File: src/rtl/uart_frame_rx_pkg.sv
// rtl/uart_frame_rx_pkg.sv - byte FSM state encoding and bit-timing helpers
package uart_frame_rx_pkg;

   // Byte receiver states
   localparam logic [2:0] ST_IDLE    = 3'd0;
   localparam logic [2:0] ST_START   = 3'd1;
   localparam logic [2:0] ST_DATA    = 3'd2;
   localparam logic [2:0] ST_STOP    = 3'd3;
   localparam logic [2:0] ST_WAIT_HI = 3'd4;

   localparam int DEF_CLK_HZ = 50_000_000;
   localparam int DEF_BAUD   = 115_200;

   // Clocks per bit-time, truncated
   function automatic int calc_bit_div(input int clk_hz, input int baud);
      return clk_hz / baud;
   endfunction

   // Clocks from start-bit edge to start-bit centre
   function automatic int calc_half_div(input int clk_hz, input int baud);
      return calc_bit_div(clk_hz, baud) / 2;
   endfunction

   localparam int DEF_BIT_DIV  = calc_bit_div(DEF_CLK_HZ, DEF_BAUD);
   localparam int DEF_HALF_DIV = calc_half_div(DEF_CLK_HZ, DEF_BAUD);

endpackage

File: src/rtl/uart_rx_byte.sv
// rtl/uart_rx_byte.sv - RXD synchroniser, bit timing and 8N1 byte FSM
module uart_rx_byte
   import uart_frame_rx_pkg::*;
#(
   parameter int CLK_HZ = DEF_CLK_HZ,
   parameter int BAUD   = DEF_BAUD
) (
   input  logic       clk,
   input  logic       rst_n,
   input  logic       rxd,
   output logic [7:0] byte_data,
   output logic       byte_vld,
   output logic       stop_err,
   output logic       busy
);

   localparam int BIT_DIV  = calc_bit_div(CLK_HZ, BAUD);
   localparam int HALF_DIV = calc_half_div(CLK_HZ, BAUD);
   localparam int CNT_W    = $clog2(BIT_DIV + 1);

   logic             sync1;
   logic             rxs;
   logic [2:0]       state;
   logic [CNT_W-1:0] cnt;
   logic [2:0]       bit_idx;
   logic [7:0]       shreg;

   // Two-flop synchroniser; idle-high line resets to 1 so no false start bit
   always_ff @(posedge clk or negedge rst_n) begin
      if (!rst_n) begin
         sync1 <= 1'b1;
         rxs   <= 1'b1;
      end else begin
         sync1 <= rxd;
         rxs   <= sync1;
      end
   end

   // Byte FSM: centre-sample start, 8 data bits LSB first, then stop
   always_ff @(posedge clk or negedge rst_n) begin
      if (!rst_n) begin
         state    <= ST_IDLE;
         cnt      <= '0;
         bit_idx  <= '0;
         shreg    <= '0;
         byte_vld <= 1'b0;
         stop_err <= 1'b0;
      end else begin
         byte_vld <= 1'b0;
         stop_err <= 1'b0;
         case (state)
            ST_IDLE: begin
               if (!rxs) begin
                  state <= ST_START;
                  cnt   <= CNT_W'(HALF_DIV - 1);
               end
            end
            ST_START: begin
               if (cnt != '0) begin
                  cnt <= cnt - CNT_W'(1);
               end else if (rxs) begin
                  state <= ST_IDLE;
               end else begin
                  state   <= ST_DATA;
                  cnt     <= CNT_W'(BIT_DIV - 1);
                  bit_idx <= '0;
               end
            end
            ST_DATA: begin
               if (cnt != '0) begin
                  cnt <= cnt - CNT_W'(1);
               end else begin
                  shreg   <= {rxs, shreg[7:1]};
                  cnt     <= CNT_W'(BIT_DIV - 1);
                  bit_idx <= bit_idx + 3'd1;
                  if (bit_idx == 3'd7) begin
                     state <= ST_STOP;
                  end
               end
            end
            ST_STOP: begin
               if (cnt != '0) begin
                  cnt <= cnt - CNT_W'(1);
               end else if (rxs) begin
                  byte_vld <= 1'b1;
                  state    <= ST_IDLE;
               end else begin
                  stop_err <= 1'b1;
                  state    <= ST_WAIT_HI;
               end
            end
            ST_WAIT_HI: begin
               if (rxs) begin
                  state <= ST_IDLE;
               end
            end
            default: state <= ST_IDLE;
         endcase
      end
   end

   assign byte_data = shreg;
   assign busy      = (state != ST_IDLE);

endmodule

File: src/rtl/uart_frame_rx.sv
// rtl/uart_frame_rx.sv - frame assembler, idle flush and channel extraction
module uart_frame_rx
   import uart_frame_rx_pkg::*;
#(
   parameter int CLK_HZ    = DEF_CLK_HZ,
   parameter int BAUD      = DEF_BAUD,
   parameter int N_BYTES   = 16,
   parameter int IDLE_BITS = 20
) (
   input  logic        clk,
   input  logic        rst_n,
   input  logic        RXD,
   output logic [39:0] ver_data,
   output logic        ver_valid,
   output logic        frm_err,
   output logic        rx_busy
);

   localparam int BIT_DIV    = calc_bit_div(CLK_HZ, BAUD);
   localparam int IDLE_LIMIT = IDLE_BITS * BIT_DIV;
   localparam int IC_W       = $clog2(IDLE_LIMIT + 1);
   localparam int IDX_W      = $clog2(N_BYTES);

   logic [7:0]       byte_data;
   logic             byte_vld;
   logic             stop_err;
   logic [IDX_W-1:0] index;
   logic [IC_W-1:0]  idle_cnt;
   logic [39:0]      stage;
   logic [39:0]      stage_nxt;
   logic [5:0]       ch_lsb;
   logic             last_byte;
   logic             flush;

   uart_rx_byte #(
      .CLK_HZ (CLK_HZ),
      .BAUD   (BAUD)
   ) u_byte (
      .clk       (clk),
      .rst_n     (rst_n),
      .rxd       (RXD),
      .byte_data (byte_data),
      .byte_vld  (byte_vld),
      .stop_err  (stop_err),
      .busy      (rx_busy)
   );

   assign ch_lsb    = 6'(index[2:1]) * 6'd10;
   assign last_byte = byte_vld && (index == IDX_W'(N_BYTES - 1));
   assign flush     = !rx_busy && (idle_cnt == IC_W'(IDLE_LIMIT)) && (index != '0);

   // Merge the incoming byte into the packed channel word; even bytes only
   // contribute their top two bits (W[7:6]), odd bytes give W[15:8]
   always_comb begin
      stage_nxt = stage;
      if (byte_vld && (index < IDX_W'(8))) begin
         if (index[0]) begin
            stage_nxt[ch_lsb + 6'd2 +: 8] = byte_data;
         end else begin
            stage_nxt[ch_lsb +: 2] = byte_data[7:6];
         end
      end
   end

   // Byte index: advance on good bytes, restart on stop error or flush
   always_ff @(posedge clk or negedge rst_n) begin
      if (!rst_n) begin
         index <= '0;
      end else if (stop_err || flush) begin
         index <= '0;
      end else if (byte_vld) begin
         index <= last_byte ? '0 : index + IDX_W'(1);
      end
   end

   // Idle timer: counts only while the byte FSM idles, saturates at limit
   always_ff @(posedge clk or negedge rst_n) begin
      if (!rst_n) begin
         idle_cnt <= '0;
      end else if (rx_busy) begin
         idle_cnt <= '0;
      end else if (idle_cnt != IC_W'(IDLE_LIMIT)) begin
         idle_cnt <= idle_cnt + IC_W'(1);
      end
   end

   // Staging word and outputs; ver_data changes only on frame completion
   always_ff @(posedge clk or negedge rst_n) begin
      if (!rst_n) begin
         stage     <= '0;
         ver_data  <= '0;
         ver_valid <= 1'b0;
         frm_err   <= 1'b0;
      end else begin
         stage     <= stage_nxt;
         ver_valid <= last_byte;
         frm_err   <= stop_err | flush;
         if (last_byte) begin
            ver_data <= stage_nxt;
         end
      end
   end

endmodule

File: config.mk
export PLATFORM = sky130hd
export DESIGN_NAME = uart_frame_rx
export DESIGN_NICKNAME = d
export VERILOG_FILES = /design/src/rtl/uart_frame_rx_pkg.sv /design/src/rtl/uart_rx_byte.sv /design/src/rtl/uart_frame_rx.sv
export SDC_FILE = /design/constraint.sdc
export NUM_CORES = 1
export LEC_CHECK = 0
export ABC_AREA = 1
export BUFFER_PORTS_ARGS = -buffer_cell sky130_fd_sc_hd__buf_2
export CAP_MARGIN = 20
export CORE_ASPECT_RATIO = 1.75
export CORE_MARGIN = 2
export CORE_UTILIZATION = 36
export DETAILED_ROUTE_END_ITERATION = 10
export MAX_ROUTING_LAYER = met4
export PLACE_DENSITY = 0.64
export SYNTH_ARGS = -nofsm -noshare
export SYNTH_HDL_FRONTEND = slang
export SYNTH_SLANG_ARGS = --single-unit
export TNS_END_PERCENT = 5
File: constraint.sdc
create_clock -name clk -period 2.9 [get_ports clk]
set_clock_uncertainty 0.1 [all_clocks]
set_input_delay 0.29 -clock clk [delete_from_list [all_inputs] [get_ports clk]]
set_output_delay 0.29 -clock clk [all_outputs]
set_load 0.02 [all_outputs]
Word-level counts from Yosys, hierarchy flattened
Cells that the tools add are included.
W data, S select, Z words.
{ "op_classes": {"addsub": 7, "mul": 1, "order_cmp": 1, "eq_ne": 17, "shift": 4, "n_mux": 34, "bitwise_logic": 2, "n_reduce_logical": 18} }
{ "op_table": {"columns": ["operator", "count"], "rows": [
  ["$bwmux W40", 2],
  ["$mux W40", 2],
  ["$mux W9", 5],
  ["$shift A2 B8 Y40 const A", 1],
  ["$shift A8 B8 Y40 const A", 1],
  ["$shiftx A2 B8 Y40", 1],
  ["$shiftx A8 B8 Y40", 1],
  ["$pmux W9 S4", 1],
  ["$mux W3", 10],
  ["$mux W14", 2],
  ["$neg A6 Y8", 2],
  ["$pmux W3 S5", 1],
  ["$add A14 B1 Y14 const B", 1],
  ["$eq A14 B14 Y1 const B", 1],
  ["$ne A14 B14 Y1 const B", 1],
  ["$mux W4", 3],
  ["$ne A2 B2 Y1 const B", 5],
  ["$reduce_bool A9 Y1", 1],
  ["$sub A9 B1 Y9 const B", 1],
  ["$reduce_and A4 Y1", 2],
  ["$reduce_bool A4 Y1", 2],
  ["$add A6 B2 Y6 const B", 1],
  ["$eq A3 B2 Y1 const B", 2],
  ["$eq A3 B3 Y1 const B", 2],
  ["21 further kinds", 33]
]} }
{ "totals": {"reg_bits": 127} }

Depth between registers and ports, before layout
{ "logic_depth": {"depth_word": 7, "depth_mapped": 16, "depth_no_buf": 15} }

By module
A second synthesis with hierarchy kept.
{ "unflattened": {"cells_unflattened": 994, "area_unflattened_um2": 7259.5} }
{ "by_module_without_submodules": {"columns": ["module", "n_inst", "cells_per_inst", "area_per_inst_um2"], "rows": [
  ["uart_frame_rx", 1, 818, 5826.8],
  ["uart_rx_byte", 1, 176, 1432.6]
]} }

Worst setup path after synthesis
No wires, ideal clock.
{ "synth_path": {"path_type": "reg-to-reg", "startpoint": "register index[1]", "endpoint": "register ver_data[6]", "setup_time_ns": 0.082, "arrival_time_ns": 2.181, "setup_slack_ns": 0.537, "path_stages_with_launch": 11, "n_path_buf": 2, "cell_sequence": "dfrtp_1 inv_1 buf_6 ha_1 ha_1 buf_2 nor3_2 inv_1 o21ai_0 nand2_1 a31oi_1"} }
{ "synth_via": {"elab_chain_len": 7, "word_cells_on_any_way": 16, "classes_between": "add/sub: 3; mul: 1; order compare: 1; eq/ne: 1; shift: 4; mux: 4; reduce/logical: 2"} }
{ "synth_rtl": {"columns": ["element", "line_no", "source"], "rows": [
  ["start, declared", "uart_frame_rx.sv:27", "logic [IDX_W-1:0] index;"],
  ["start signal, assigned", "uart_frame_rx.sv:72", "index <= last_byte ? '0 : index + IDX_W'(1);"],
  ["$mul A2 B3 Y5", "uart_frame_rx.sv:48", "assign ch_lsb = 6'(index[2:1]) * 6'd10;"],
  ["$add A6 B2 Y6", "uart_frame_rx.sv:58", "stage_nxt[ch_lsb + 6'd2 +: 8] = byte_data;"],
  ["$neg A6 Y8", "uart_frame_rx.sv:58", null],
  ["$shiftx A8 B8 Y40 / $shift A8 B8 Y40 (equally long branches)", "uart_frame_rx.sv:58", null],
  ["$bwmux W40", "uart_frame_rx.sv:58", null],
  ["$mux W40", "uart_frame_rx.sv:57", "if (index[0]) begin"],
  ["$mux W40", "uart_frame_rx.sv:56", "if (byte_vld && (index < IDX_W'(8))) begin"],
  ["end signal, assigned", "uart_frame_rx.sv:99", "ver_data <= stage_nxt;"],
  ["end, declared", "uart_frame_rx.sv:13", "output logic [39:0] ver_data,"]
]} }
Parallel ways exist; a longest one is shown, timed or not.
A chain may end at the register's enable or synchronous reset.

Worst setup path in the final report
Same ends and word-level chain as after synthesis.

==> impl_metrics.tcl <==
set metrics [dict create \
    netlist_top_cells_count "nand2_1, dfrtp_1, nand3_1, nor2_1, inv_1" \
    leakagePower_nw 4.40 \
    hold_class "in -> async" \
    synth-edff-count 0 \
    cts.clk_slew.worst_paths_ps 60 \
    critPathKind "reg -> reg" \
    cts_tree "yes" \
    syn_avg_cell_area_sq_um 7.14 \
    drtIter0Drc 370 \
    cts.sinks 127 \
    syn2layout_area_growth_pct 17.9 \
    ys_types 41 \
    hold_viol_final 0 \
    cts_root_buf "clkbuf_16" \
    synth_top_cell_by_area "dfrtp_1" \
    setup_viol_count_final 0 \
    synth_top_area_share_pct 42.8 \
    vias 7015 \
    globalRouteTotalUtil_pct 24.8 \
    initial_core_util_pct 36.3 \
    synth.cell_area_sq_um 7310 \
    grt_max_degree 78 \
    synth_cells 1024 \
    yosysSeqAreaShare_pct 43.5 \
    status "finished clean" \
    final.min_clock_period_ps 2710 \
    post_drt_wl_per_cell_um 18.2 \
    rows 69 \
    worst_pin_slew_ps 735 \
    drtPass1Iterations 5 \
    die-height_um 193 \
    period_share_pct 93.5 \
    crit_path_start "index[1]" \
    die_x_um 112 \
    rsz0062_at_grt "false" \
    cp_data_required_time_ps 3160 \
    slew_headroom_pct 50.9 \
    synthTopCellsByArea "dfrtp_1, nand2_1, nand3_1" \
    r2r_start "index[1]" \
    yosysMostFrequentCell "nand2_1" \
    syn-num-nets 1043 \
    antenna_found_initial 0 \
    powerDensity_nw_per_um2 458 \
    async_flop_share_pct 100 \
    finalSetupTns_ps 0 \
    crit_path_start_kind "flop" \
    cts-htree-levels 4 \
    ys.flop_type "dfrtp_1" \
    critPathMaxFanout 16 \
    ys_warn_count 0 \
    dieArea_sq_um 21500 \
    ir_worst_vdd_mv 0.347 \
    cts_made_buffers 17 \
    gp_congestion 1.01 \
    antenna_left 0 \
    diodes 0 \
    remaining_drc_errors 0 \
    end_kind "flop" \
    final_util_pct 42.8 \
    grt_overflow 0 \
    dp_hpwl_mm 19.1 \
    n_fill_cell 2145 \
    first_global_vias 7183 \
    cap_violations 0 \
    clock_path_buffers 2 \
    maxClockFrequency_ghz 0.369 \
    avgViaCountPerCell 5.15 \
    critPathArrivalTime_ps 2970 \
    ios 46 \
    grt_pass1_wl_mm 39.4 \
    postCtsSetupBuffers 0 \
    drt-total-wl_mm 24.7 \
    core_sq_um 20100 \
    portBuffers 45 \
    synth-seq-cells 127 \
    worstSkewPairLatency_ps 440 \
    final_layout_size_suffix_gt1_share_pct 13.9 \
    slew_viol_final 0 \
    fin_nets 1119 \
]
-- timing repair --
action                                  in CTS  in global routing
gates resized for setup                      0                  0
endpoints found under the hold margin      126                  0
hold buffers                                 2                  0
endpoints found under the setup margin       0                  0
-- per-layer routing --
layer	wire, um	up-vias	part of all wire [%]	GRT usage, %
met5	0	-	0	-
met1	8890	3311	36	24.5
met3	888	75	3.6	4.18
met4	1660	0	6.7	16.2
li1	-	3462	-	-
met2	13300	167	54	44.7
-- layout by cell type (no fill, tap or decap), types with 3 or more instances in the layout --
cell type  instances
dfrtp_1          125
o211ai_1          10
a21oi_1           52
nor3_2             3
buf_2             44
ha_1              16
nand2_2            4
a31oi_1            9
nor3_1            15
nor2_1            80
nand4_1           10
o21ai_1           12
o21ai_2            3
clkinv_4           5
xor2_1             6
buf_4             45
o22ai_1            4
o21ai_0           54
inv_2              8
clkbuf_16         17
nand3_1           80
nor2_2             6
nand2_1          388
inv_1             79
a21boi_0           4
-- sequential cells by signal, indices dropped and copies added (netlist names) --
name              count
frm_err               1
idle_cnt             14
index                 4
stage                40
u_byte.bit_idx        3
u_byte.byte_data      8
u_byte.byte_vld       1
u_byte.cnt            9
u_byte.rxs            1
u_byte.state          3
u_byte.stop_err       1
u_byte.sync1          1
ver_data             40
ver_valid             1
-- metrics by stage --
stage	area (sq um)	power, mW	worst slack, ps	hold WS (ps)	std cells
floorplan	7310	1.81	537	-106	1024
global placement	8010	1.85	261	22.9	1327
detailed placement	8010	1.85	234	27.8	1327
CTS	8610	4.00	215	106	1361
global route	8610	4.08	103	128	1361
finish	8610	3.94	189	119	1361
-- critical path: stages, from the launching register on --
cell and delay, ps:
dfrtp_1 390, buf_4 200, ha_1 230, ha_1 300, buf_4 180, nor3_2 350, inv_1 110, o21ai_0 450
nand2_1 170, a31oi_1 160
-- power by group --
part	leakage, nW	switching, mW	total (mW)	internal, mW
logic	2.36	0.0365	0.0437	0.00725
clock network	0.281	0.834	2.12	1.29
registers	1.75	0.000726	1.78	1.78
total	4.40	0.871	3.94	3.07
-- path summary, 6_finish.rpt --
path                           endpoint  slack [ps]  cells after the start
max                         ver_data[6]         190                      9
min                        ver_data[17]         120                      2
max reg2reg                 ver_data[6]         190                      9
min reg2reg                  u_byte.rxs         260                      0
max in group asynchronous   ver_data[3]        1820                      3
min in group clk             u_byte.rxs         260                      0
-- cell families (layout without fill, tap and decap cells) --
group | after synthesis | after routing | synth area share [%]
xor gates and xnor gates | 7 | 7 | 0.839
DFF | 127 | 127 | 43.5
buffers and inverters | 123 | 212 | 7.09
adders and majority gates | 16 | 16 | 2.74
and+or+nand+nor | 597 | 597 | 34.1
AOI/OAI and AO/OA | 154 | 154 | 11.7
-- final cells by class --
| type | instances | area, sq um | area share [%] |
|---|---|---|---|
| Sequential cell | 127 | 3180 | 36.9 |
| Timing Repair Buffer | 92 | 598 | 6.94 |
| Clock inverter | 12 | 138 | 1.60 |
| Inverter | 88 | 330 | 3.83 |
| Multi-Input combinational cell | 774 | 3610 | 41.9 |
| Tap cell | 248 | 310 | 3.60 |
| Clock buffer | 20 | 447 | 5.19 |
Power figures use the tool's default switching activity.
